### src/rtl/enum_type.sv
// Shared command encoding and default gravity timing for the game front end.
// Contents:
//   state_type       - command codes passed from input decoders to the game core
//   DefaultTick*     - gravity period defaults (cycles); top level and control_queue agree on these
package enum_type;

  typedef enum logic [3:0] {
    NONE       = 4'd0,
    LEFT       = 4'd1,
    RIGHT      = 4'd2,
    DOWN       = 4'd3,
    DROP       = 4'd4,
    HOLD       = 4'd5,
    ROTATE     = 4'd6,
    ROTATE_REV = 4'd7,
    BAR        = 4'd8,
    WAIT       = 4'd9
  } state_type;

  localparam int unsigned DefaultTickBase = 50_000_000;
  localparam int unsigned DefaultTickStep = 3_000_000;
  localparam int unsigned DefaultTickMin  = 5_000_000;

endpackage

### src/rtl/cmd_fifo.sv
// Command FIFO: power-of-two storage with natural pointer wrap and a one-bit-wider
// occupancy count so full and empty are distinct.
// Ports:
//   clk, reset_n  - clock, synchronous active-low reset
//   flush_i       - clears pointers and count; overrides push and pop
//   push_i        - write wdata_i (refused when full unless popping the same cycle)
//   pop_i         - consume head entry (ignored when empty)
//   rdata_o       - head entry, NONE when empty
//   valid_o       - queue non-empty
//   full_o        - queue holds Depth entries
//   count_o       - occupancy
module cmd_fifo
  import enum_type::*;
#(
  parameter int unsigned Depth = 16
) (
  input  logic                     clk,
  input  logic                     reset_n,
  input  logic                     flush_i,
  input  logic                     push_i,
  input  state_type                wdata_i,
  input  logic                     pop_i,
  output state_type                rdata_o,
  output logic                     valid_o,
  output logic                     full_o,
  output logic [$clog2(Depth):0]   count_o
);

  localparam int unsigned AddrW = $clog2(Depth);

  state_type        mem_q [Depth];
  logic [AddrW-1:0] rd_ptr_q, rd_ptr_d;
  logic [AddrW-1:0] wr_ptr_q, wr_ptr_d;
  logic [AddrW:0]   count_q, count_d;
  logic             do_push, do_pop;

  assign valid_o = (count_q != '0);
  assign full_o  = (count_q == (AddrW+1)'(Depth));
  assign do_pop  = pop_i & valid_o & ~flush_i;
  assign do_push = push_i & (~full_o | do_pop) & ~flush_i;
  assign rdata_o = valid_o ? mem_q[rd_ptr_q] : NONE;
  assign count_o = count_q;

  always_comb begin
    rd_ptr_d = rd_ptr_q;
    wr_ptr_d = wr_ptr_q;
    count_d  = count_q;
    if (flush_i) begin
      rd_ptr_d = '0;
      wr_ptr_d = '0;
      count_d  = '0;
    end else begin
      if (do_push) wr_ptr_d = wr_ptr_q + AddrW'(1);
      if (do_pop)  rd_ptr_d = rd_ptr_q + AddrW'(1);
      if (do_push && !do_pop)      count_d = count_q + (AddrW+1)'(1);
      else if (!do_push && do_pop) count_d = count_q - (AddrW+1)'(1);
    end
  end

  always_ff @(posedge clk) begin
    if (!reset_n) begin
      rd_ptr_q <= '0;
      wr_ptr_q <= '0;
      count_q  <= '0;
    end else begin
      rd_ptr_q <= rd_ptr_d;
      wr_ptr_q <= wr_ptr_d;
      count_q  <= count_d;
    end
  end

  // Storage needs no reset: reads are gated to NONE while empty.
  always_ff @(posedge clk) begin
    if (do_push) mem_q[wr_ptr_q] <= wdata_i;
  end

endmodule

### src/rtl/control_queue.sv
// Game-command front end: fixed-priority arbitration of NSRC command strobes plus a
// level-dependent gravity timer into one FIFO, drained by the game core over valid/ready.
// Build option: define CTRL_GRAVITY_EN to build the gravity timer; otherwise level_i is
// ignored and only external sources are arbitrated. Ports are identical in both builds.
// Ports:
//   clk, reset_n   - clock, synchronous active-low reset (also clears sticky flags)
//   src_valid_i    - per-source one-cycle command strobe (source 0 highest priority)
//   src_cmd_i      - per-source command
//   level_i        - game level; shortens the gravity period
//   flush_i        - clears queue and gravity state; sticky flags kept
//   cmd_ready_i    - consumer accepts head entry
//   cmd_valid_o    - queue non-empty
//   cmd_o          - head entry, NONE when empty
//   count_o        - occupancy
//   overflow_o     - sticky: a winning external command was lost to a full queue
//   dropped_o      - sticky: a valid external source lost arbitration
module control_queue
  import enum_type::*;
#(
  parameter int unsigned QDEPTH    = 16,
  parameter int unsigned NSRC      = 4,
  parameter int unsigned LEVEL_W   = 4,
  parameter int unsigned TICK_BASE = DefaultTickBase,
  parameter int unsigned TICK_STEP = DefaultTickStep,
  parameter int unsigned TICK_MIN  = DefaultTickMin
) (
  input  logic                      clk,
  input  logic                      reset_n,
  input  logic [NSRC-1:0]           src_valid_i,
  input  state_type [NSRC-1:0]      src_cmd_i,
  input  logic [LEVEL_W-1:0]        level_i,
  input  logic                      flush_i,
  input  logic                      cmd_ready_i,
  output logic                      cmd_valid_o,
  output state_type                 cmd_o,
  output logic [$clog2(QDEPTH):0]   count_o,
  output logic                      overflow_o,
  output logic                      dropped_o
);

  logic      grav_req;
  logic      win_any, win_ext, lost_ext;
  state_type win_cmd;
  logic      fifo_full, pop, push;
  logic      overflow_q, dropped_q;

  // Lowest-index external candidate wins; gravity is the lowest-priority candidate.
  always_comb begin
    win_any  = 1'b0;
    win_ext  = 1'b0;
    lost_ext = 1'b0;
    win_cmd  = NONE;
    for (int i = 0; i < int'(NSRC); i++) begin
      if (src_valid_i[i] && (src_cmd_i[i] != NONE)) begin
        if (win_any) begin
          lost_ext = 1'b1;
        end else begin
          win_any = 1'b1;
          win_ext = 1'b1;
          win_cmd = src_cmd_i[i];
        end
      end
    end
    if (!win_any && grav_req) begin
      win_any = 1'b1;
      win_cmd = DOWN;
    end
  end

  assign pop  = cmd_valid_o & cmd_ready_i & ~flush_i;
  assign push = win_any & (~fifo_full | pop) & ~flush_i;

  cmd_fifo #(
    .Depth (QDEPTH)
  ) u_fifo (
    .clk     (clk),
    .reset_n (reset_n),
    .flush_i (flush_i),
    .push_i  (push),
    .wdata_i (win_cmd),
    .pop_i   (cmd_ready_i),
    .rdata_o (cmd_o),
    .valid_o (cmd_valid_o),
    .full_o  (fifo_full),
    .count_o (count_o)
  );

  always_ff @(posedge clk) begin
    if (!reset_n) begin
      overflow_q <= 1'b0;
      dropped_q  <= 1'b0;
    end else if (!flush_i) begin
      // A blocked gravity winner stays pending, so only external losses count.
      if (win_ext && fifo_full && !pop) overflow_q <= 1'b1;
      if (lost_ext)                     dropped_q  <= 1'b1;
    end
  end

  assign overflow_o = overflow_q;
  assign dropped_o  = dropped_q;

`ifdef CTRL_GRAVITY_EN
  localparam int unsigned ProdW = 32 + LEVEL_W;

  logic [ProdW-1:0] grav_prod;
  logic [31:0]      grav_period, grav_limit;
  logic [31:0]      grav_cnt_q, grav_cnt_d;
  logic             grav_pend_q, grav_pend_d;

  // period = max(TICK_BASE - level*TICK_STEP, TICK_MIN) with a saturating subtract.
  always_comb begin
    grav_prod = ProdW'(TICK_STEP) * ProdW'(level_i);
    if (grav_prod >= ProdW'(TICK_BASE)) grav_period = 32'd0;
    else                                grav_period = TICK_BASE - grav_prod[31:0];
    if (grav_period < TICK_MIN) grav_period = TICK_MIN;
    grav_limit = (grav_period == 32'd0) ? 32'd0 : grav_period - 32'd1;
  end

  always_comb begin
    grav_cnt_d  = grav_cnt_q;
    grav_pend_d = grav_pend_q;
    if (flush_i || (push && (win_cmd == DOWN))) begin
      // Any accepted DOWN, external or gravity, restarts the interval.
      grav_cnt_d  = 32'd0;
      grav_pend_d = 1'b0;
    end else if (!grav_pend_q) begin
      if (grav_cnt_q >= grav_limit) begin
        grav_cnt_d  = 32'd0;
        grav_pend_d = 1'b1;
      end else begin
        grav_cnt_d = grav_cnt_q + 32'd1;
      end
    end
  end

  always_ff @(posedge clk) begin
    if (!reset_n) begin
      grav_cnt_q  <= 32'd0;
      grav_pend_q <= 1'b0;
    end else begin
      grav_cnt_q  <= grav_cnt_d;
      grav_pend_q <= grav_pend_d;
    end
  end

  assign grav_req = grav_pend_q;
`else
  logic unused_grav;
  assign unused_grav = ^{level_i, TICK_BASE, TICK_STEP, TICK_MIN};
  assign grav_req    = 1'b0;
`endif

endmodule

### config.mk
export PLATFORM = sky130hd
export DESIGN_NAME = control_queue
export DESIGN_NICKNAME = d
export VERILOG_FILES = /design/src/rtl/enum_type.sv /design/src/rtl/cmd_fifo.sv /design/src/rtl/control_queue.sv
export SDC_FILE = /design/constraint.sdc
export NUM_CORES = 1
export LEC_CHECK = 0
export ABC_AREA = 1
export CAP_MARGIN = 20
export CORE_ASPECT_RATIO = 0.9
export CORE_UTILIZATION = 56
export DETAILED_ROUTE_END_ITERATION = 8
export GPL_ROUTABILITY_DRIVEN = 1
export GPL_TIMING_DRIVEN = 0
export PLACE_DENSITY = 0.79
export SETUP_SLACK_MARGIN = 0.02
export SLEW_MARGIN = 15
export SYNTH_ARGS = -nofsm -noshare
export SYNTH_HDL_FRONTEND = slang
export SYNTH_SLANG_ARGS = --single-unit
### constraint.sdc
create_clock -name clk -period 2.9 [get_ports clk]
set_clock_uncertainty 0.1 [all_clocks]
set_input_delay 0.435 -clock clk [delete_from_list [all_inputs] [get_ports clk]]
set_output_delay 0.435 -clock clk [all_outputs]
set_load 0.03 [all_outputs]
==> metrics.log <==
[metrics] Placed Area: 4380 um2
[metrics] number of H-tree levels: 3
[metrics] Post-Synthesis Cell Area: 3900 um2
[metrics] GRT overflow: 0
[metrics] Crit path required time: 2.37 ns
[metrics] Vias: 2995
[metrics] count of max-cap constraint violations: 0
[metrics] Warnings, synthesis: 0
[metrics] area growth from synthesis to layout: 17.9%
[metrics] launching element type of the critical path: flop
[metrics] Avg Cell Area, Syn: 9.53 um2
[metrics] worst-case headroom to the max-slew limit: 0.501
[metrics] Power Density: 552 nW/um2
[metrics] Post-Synthesis Net Count: 447
[metrics] kind of critical path: reg -> out
[metrics] port buffer count: 35
[metrics] number of buffers added by the clock tree synthesis step: 9
[metrics] Floorplan Core Area: 6660 um2
[metrics] crit path capture type: primary output
[metrics] hold depth: 2
[metrics] RR Endpoint: u_fifo.count_o[4]$_SDFFE_PP0P_
[metrics] Worst-path clk slew: 0.09 ns
[metrics] Hold-fix buffers, CTS: 0
[metrics] largest net degree at the start of global routing: 17
[metrics] setup total negative slack: 0 ns
[metrics] initial core utilization: 0.586
[metrics] GP Congestion: 0.906
[metrics] die boundary width: 89.9 um
[metrics] instance count of the mapped netlist: 409
[metrics] antenna violations before repair: 0
[metrics] pins over their slew limit: 0
[metrics] post-route design area: 4600 um2
[metrics] number of cells after detailed placement: 536
[metrics] number of design rule violations left after detail routing: 0
[metrics] num ports: 40
[metrics] Hold Crit Endpoint: overflow_o$_SDFFE_PN0P_
[metrics] post-layout min period: 2.70 ns
[metrics] Total Die Area: 7300 um2
[metrics] vertical extent of the die: 81.1 um
[metrics] number of nets with antenna violations after routing: 0
[metrics] path class of the lowest-slack min-delay path: reg -> reg
[metrics] post-detail-place hpwl: 5870 um
[metrics] measured slew at the worst slew-check pin: 0.742 ns
[metrics] reg-to-reg startpoint: u_fifo.count_o[4]$_SDFFE_PP0P_
[metrics] sequential cell area fraction in the yosys report: 0.591
[metrics] vias per inst: 5.40
[metrics] number of synthesized register bits: 83
[metrics] root buffer cell: sky130_fd_sc_hd__clkbuf_8
[metrics] non-filler cells, final: 555
[metrics] Worst-Skew Late Latency: 0.35 ns
[metrics] number of buffers between clock root and the deepest sink: 2
[metrics] CTS tree: built
[metrics] hold wc startpoint: overflow_o$_SDFFE_PN0P_
[metrics] maximum VDD drop: 0.000428 V
[metrics] Final Hold Fails: 0
[metrics] setup repair after global routing missed its margin: no
[metrics] overall track demand over capacity in global routing: 0.237
[metrics] Rows: 28
[metrics] post-layout total power: 2.54 mW
[metrics] endpoint arrival time on the critical path: 2.16 ns
[metrics] drt first pass iters: 5
[metrics] Setup Viol. Count Final: 0
[metrics] number of distinct library cell variants in the gate-level netlist after synthesis: 29
[metrics] Final Cycle Share: 0.929
[metrics] number of global-route vias before repair: 2747
[metrics] result of the run: completed
[metrics] WL/cell: 14.5 um
[metrics] wire length of the first global-routing pass: 13000 um
[metrics] fill cell instance count of the final layout: 519
[metrics] Critical Path Fanout Max: 10
[metrics] sum of routed wire length over all layers: 8070 um
[metrics] highest attainable clock frequency: 371 MHz
[metrics] net total in the final layout: 498
[metrics] count of antenna diodes in the layout: 0
[metrics] share of post-route cells with drive strength above 1: 0.101
[metrics] register-to-register path setup slack: 0.32 ns
[metrics] cells on worst reg2reg path: 15
[metrics] static leakage: 1.78 nW
[metrics] number of DRC markers in iteration 0: 166
[metrics] number of clock sinks: 83
-- layout by cell type (no fill, tap or decap), types with 2 or more instances in the layout --
cell,netlist,layout
sky130_fd_sc_hd__a31oi_1,2,2
sky130_fd_sc_hd__nor2_2,2,2
sky130_fd_sc_hd__clkdlybuf4s50_1,0,31
sky130_fd_sc_hd__buf_6,1,3
sky130_fd_sc_hd__nand2_1,123,122
sky130_fd_sc_hd__dlygate4sd2_1,0,4
sky130_fd_sc_hd__buf_4,0,3
sky130_fd_sc_hd__inv_2,7,7
sky130_fd_sc_hd__dfxtp_1,19,19
sky130_fd_sc_hd__buf_2,9,9
sky130_fd_sc_hd__clkinv_4,0,3
sky130_fd_sc_hd__nor3_1,14,14
sky130_fd_sc_hd__a21oi_1,18,18
sky130_fd_sc_hd__clkbuf_8,0,9
sky130_fd_sc_hd__ha_1,9,9
sky130_fd_sc_hd__clkbuf_1,3,3
sky130_fd_sc_hd__edfxtp_1,64,64
sky130_fd_sc_hd__clkinv_1,0,2
sky130_fd_sc_hd__inv_1,27,27
sky130_fd_sc_hd__nand3_1,60,60
sky130_fd_sc_hd__xor2_1,7,7
sky130_fd_sc_hd__nor2_1,20,20
sky130_fd_sc_hd__nand2_2,1,2
sky130_fd_sc_hd__o21ai_1,6,6
sky130_fd_sc_hd__nor2_4,2,2
sky130_fd_sc_hd__nor3_2,2,2
sky130_fd_sc_hd__o21ai_0,5,5
-- worst max-delay path, cell delays in order, from the launching register on --
cell and delay [ns]:
sky130_fd_sc_hd__dfxtp_1 0.32, sky130_fd_sc_hd__buf_2 0.20, sky130_fd_sc_hd__clkbuf_1 0.40, sky130_fd_sc_hd__nand3_1 0.20
sky130_fd_sc_hd__nand3_1 0.12, sky130_fd_sc_hd__nand2_1 0.07, sky130_fd_sc_hd__nand2_1 0.05, sky130_fd_sc_hd__a21oi_1 0.07
sky130_fd_sc_hd__dlygate4sd2_1 0.36
-- report_power, final --
group	switching (mW)	leakage, nW	internal (mW)
Sequential	0.0155	0.736	1.31
Combinational	0.250	0.949	0.146
Clock	0.416	0.0982	0.395
-- sequential cells by signal, summed over array words and instances (netlist names), named ones only --
name             count
dropped_o            1
overflow_o           1
u_fifo.count_o       5
u_fifo.mem_q        64
u_fifo.rd_ptr_q      4
u_fifo.wr_ptr_q      4
-- repair_timing --
action,4_1_cts,5_1_grt
setup buffers,0,1
setup endpoints to repair,4,2
pin swaps,0,1
resized for setup,4,1
-- kinds of logic (layout without fill, tap and decap cells) --
family                     Yosys count  count (layout)  synth area share
and+or+nand+nor                    230             230             0.267
DFF                                 83              83             0.591
AOI/OAI and AO/OA                   31              31            0.0404
adders and majority gates           10              10            0.0340
buffers and inverters               47             103            0.0501
xor gates and xnor gates             8               8            0.0180
-- per-layer routing --
metal	global-route usage	wire (um)	vias up
met5	0	0	-
met4	0.0935	164	0
met3	0.0618	571	17
met2	0.395	3840	112
met1	0.300	3490	1384
li1	-	-	1482
-- final cells by class --
cell class / instances / area [um2] / share of cell area
plain buffers: 13 / 67.6 / 0.0147
inverters: 34 / 128 / 0.0278
repair buffers: 40 / 390 / 0.0849
flip-flops and latches: 83 / 2300 / 0.501
multi-input cells: 279 / 1400 / 0.305
clock inverters: 7 / 68.8 / 0.0150
clock buffers: 9 / 124 / 0.0270
well taps: 90 / 113 / 0.0245
-- synthesized netlist by cell type (all sizes together) --
master	number	area share
a21oi	18	0.023
a31oi	2	0.0032
buf	10	0.014
clkbuf	3	0.0029
dfxtp	19	0.098
edfxtp	64	0.49
fa	1	0.0051
ha	9	0.029
inv	34	0.033
nand2	125	0.13
nand3	61	0.080
nand3b	1	0.0019
nand4	2	0.0071
nor2	24	0.028
nor3	16	0.023
o21ai	11	0.014
or2	1	0.0016
xnor2	1	0.0022
xor2	7	0.016
-- worst max path at each step --
stage               cells past startpoint  slack (ns)                              to                           start
floorplan                              14        0.14  u_fifo.count_o[4]$_SDFFE_PP0P_  u_fifo.count_o[0]$_SDFFE_PP0P_
global placement                       16       -0.14  u_fifo.count_o[4]$_SDFFE_PP0P_                   src_cmd_i[15]
detailed placement                     16       -0.21  u_fifo.count_o[4]$_SDFFE_PP0P_                   src_cmd_i[12]
CTS                                    16        0.17  u_fifo.count_o[4]$_SDFFE_PP0P_                   src_cmd_i[12]
global route                           16        0.04  u_fifo.count_o[4]$_SDFFE_PP0P_                    src_cmd_i[0]
finish                                  8        0.20                        cmd_o[3]                            flop
-- stage by stage --
step / setup slack (ns) / hold slack (ns) / utilization
2_1_floorplan: 0.141 / 0.347 / -
3_3_place_gp: -0.135 / 0.333 / 0.655
3_5_place_dp: -0.209 / 0.338 / 0.658
4_1_cts: 0.172 / 0.348 / 0.687
5_1_grt: 0.0371 / 0.376 / 0.690
6_report: 0.204 / 0.343 / 0.690
Power figures use the tool's default switching activity.
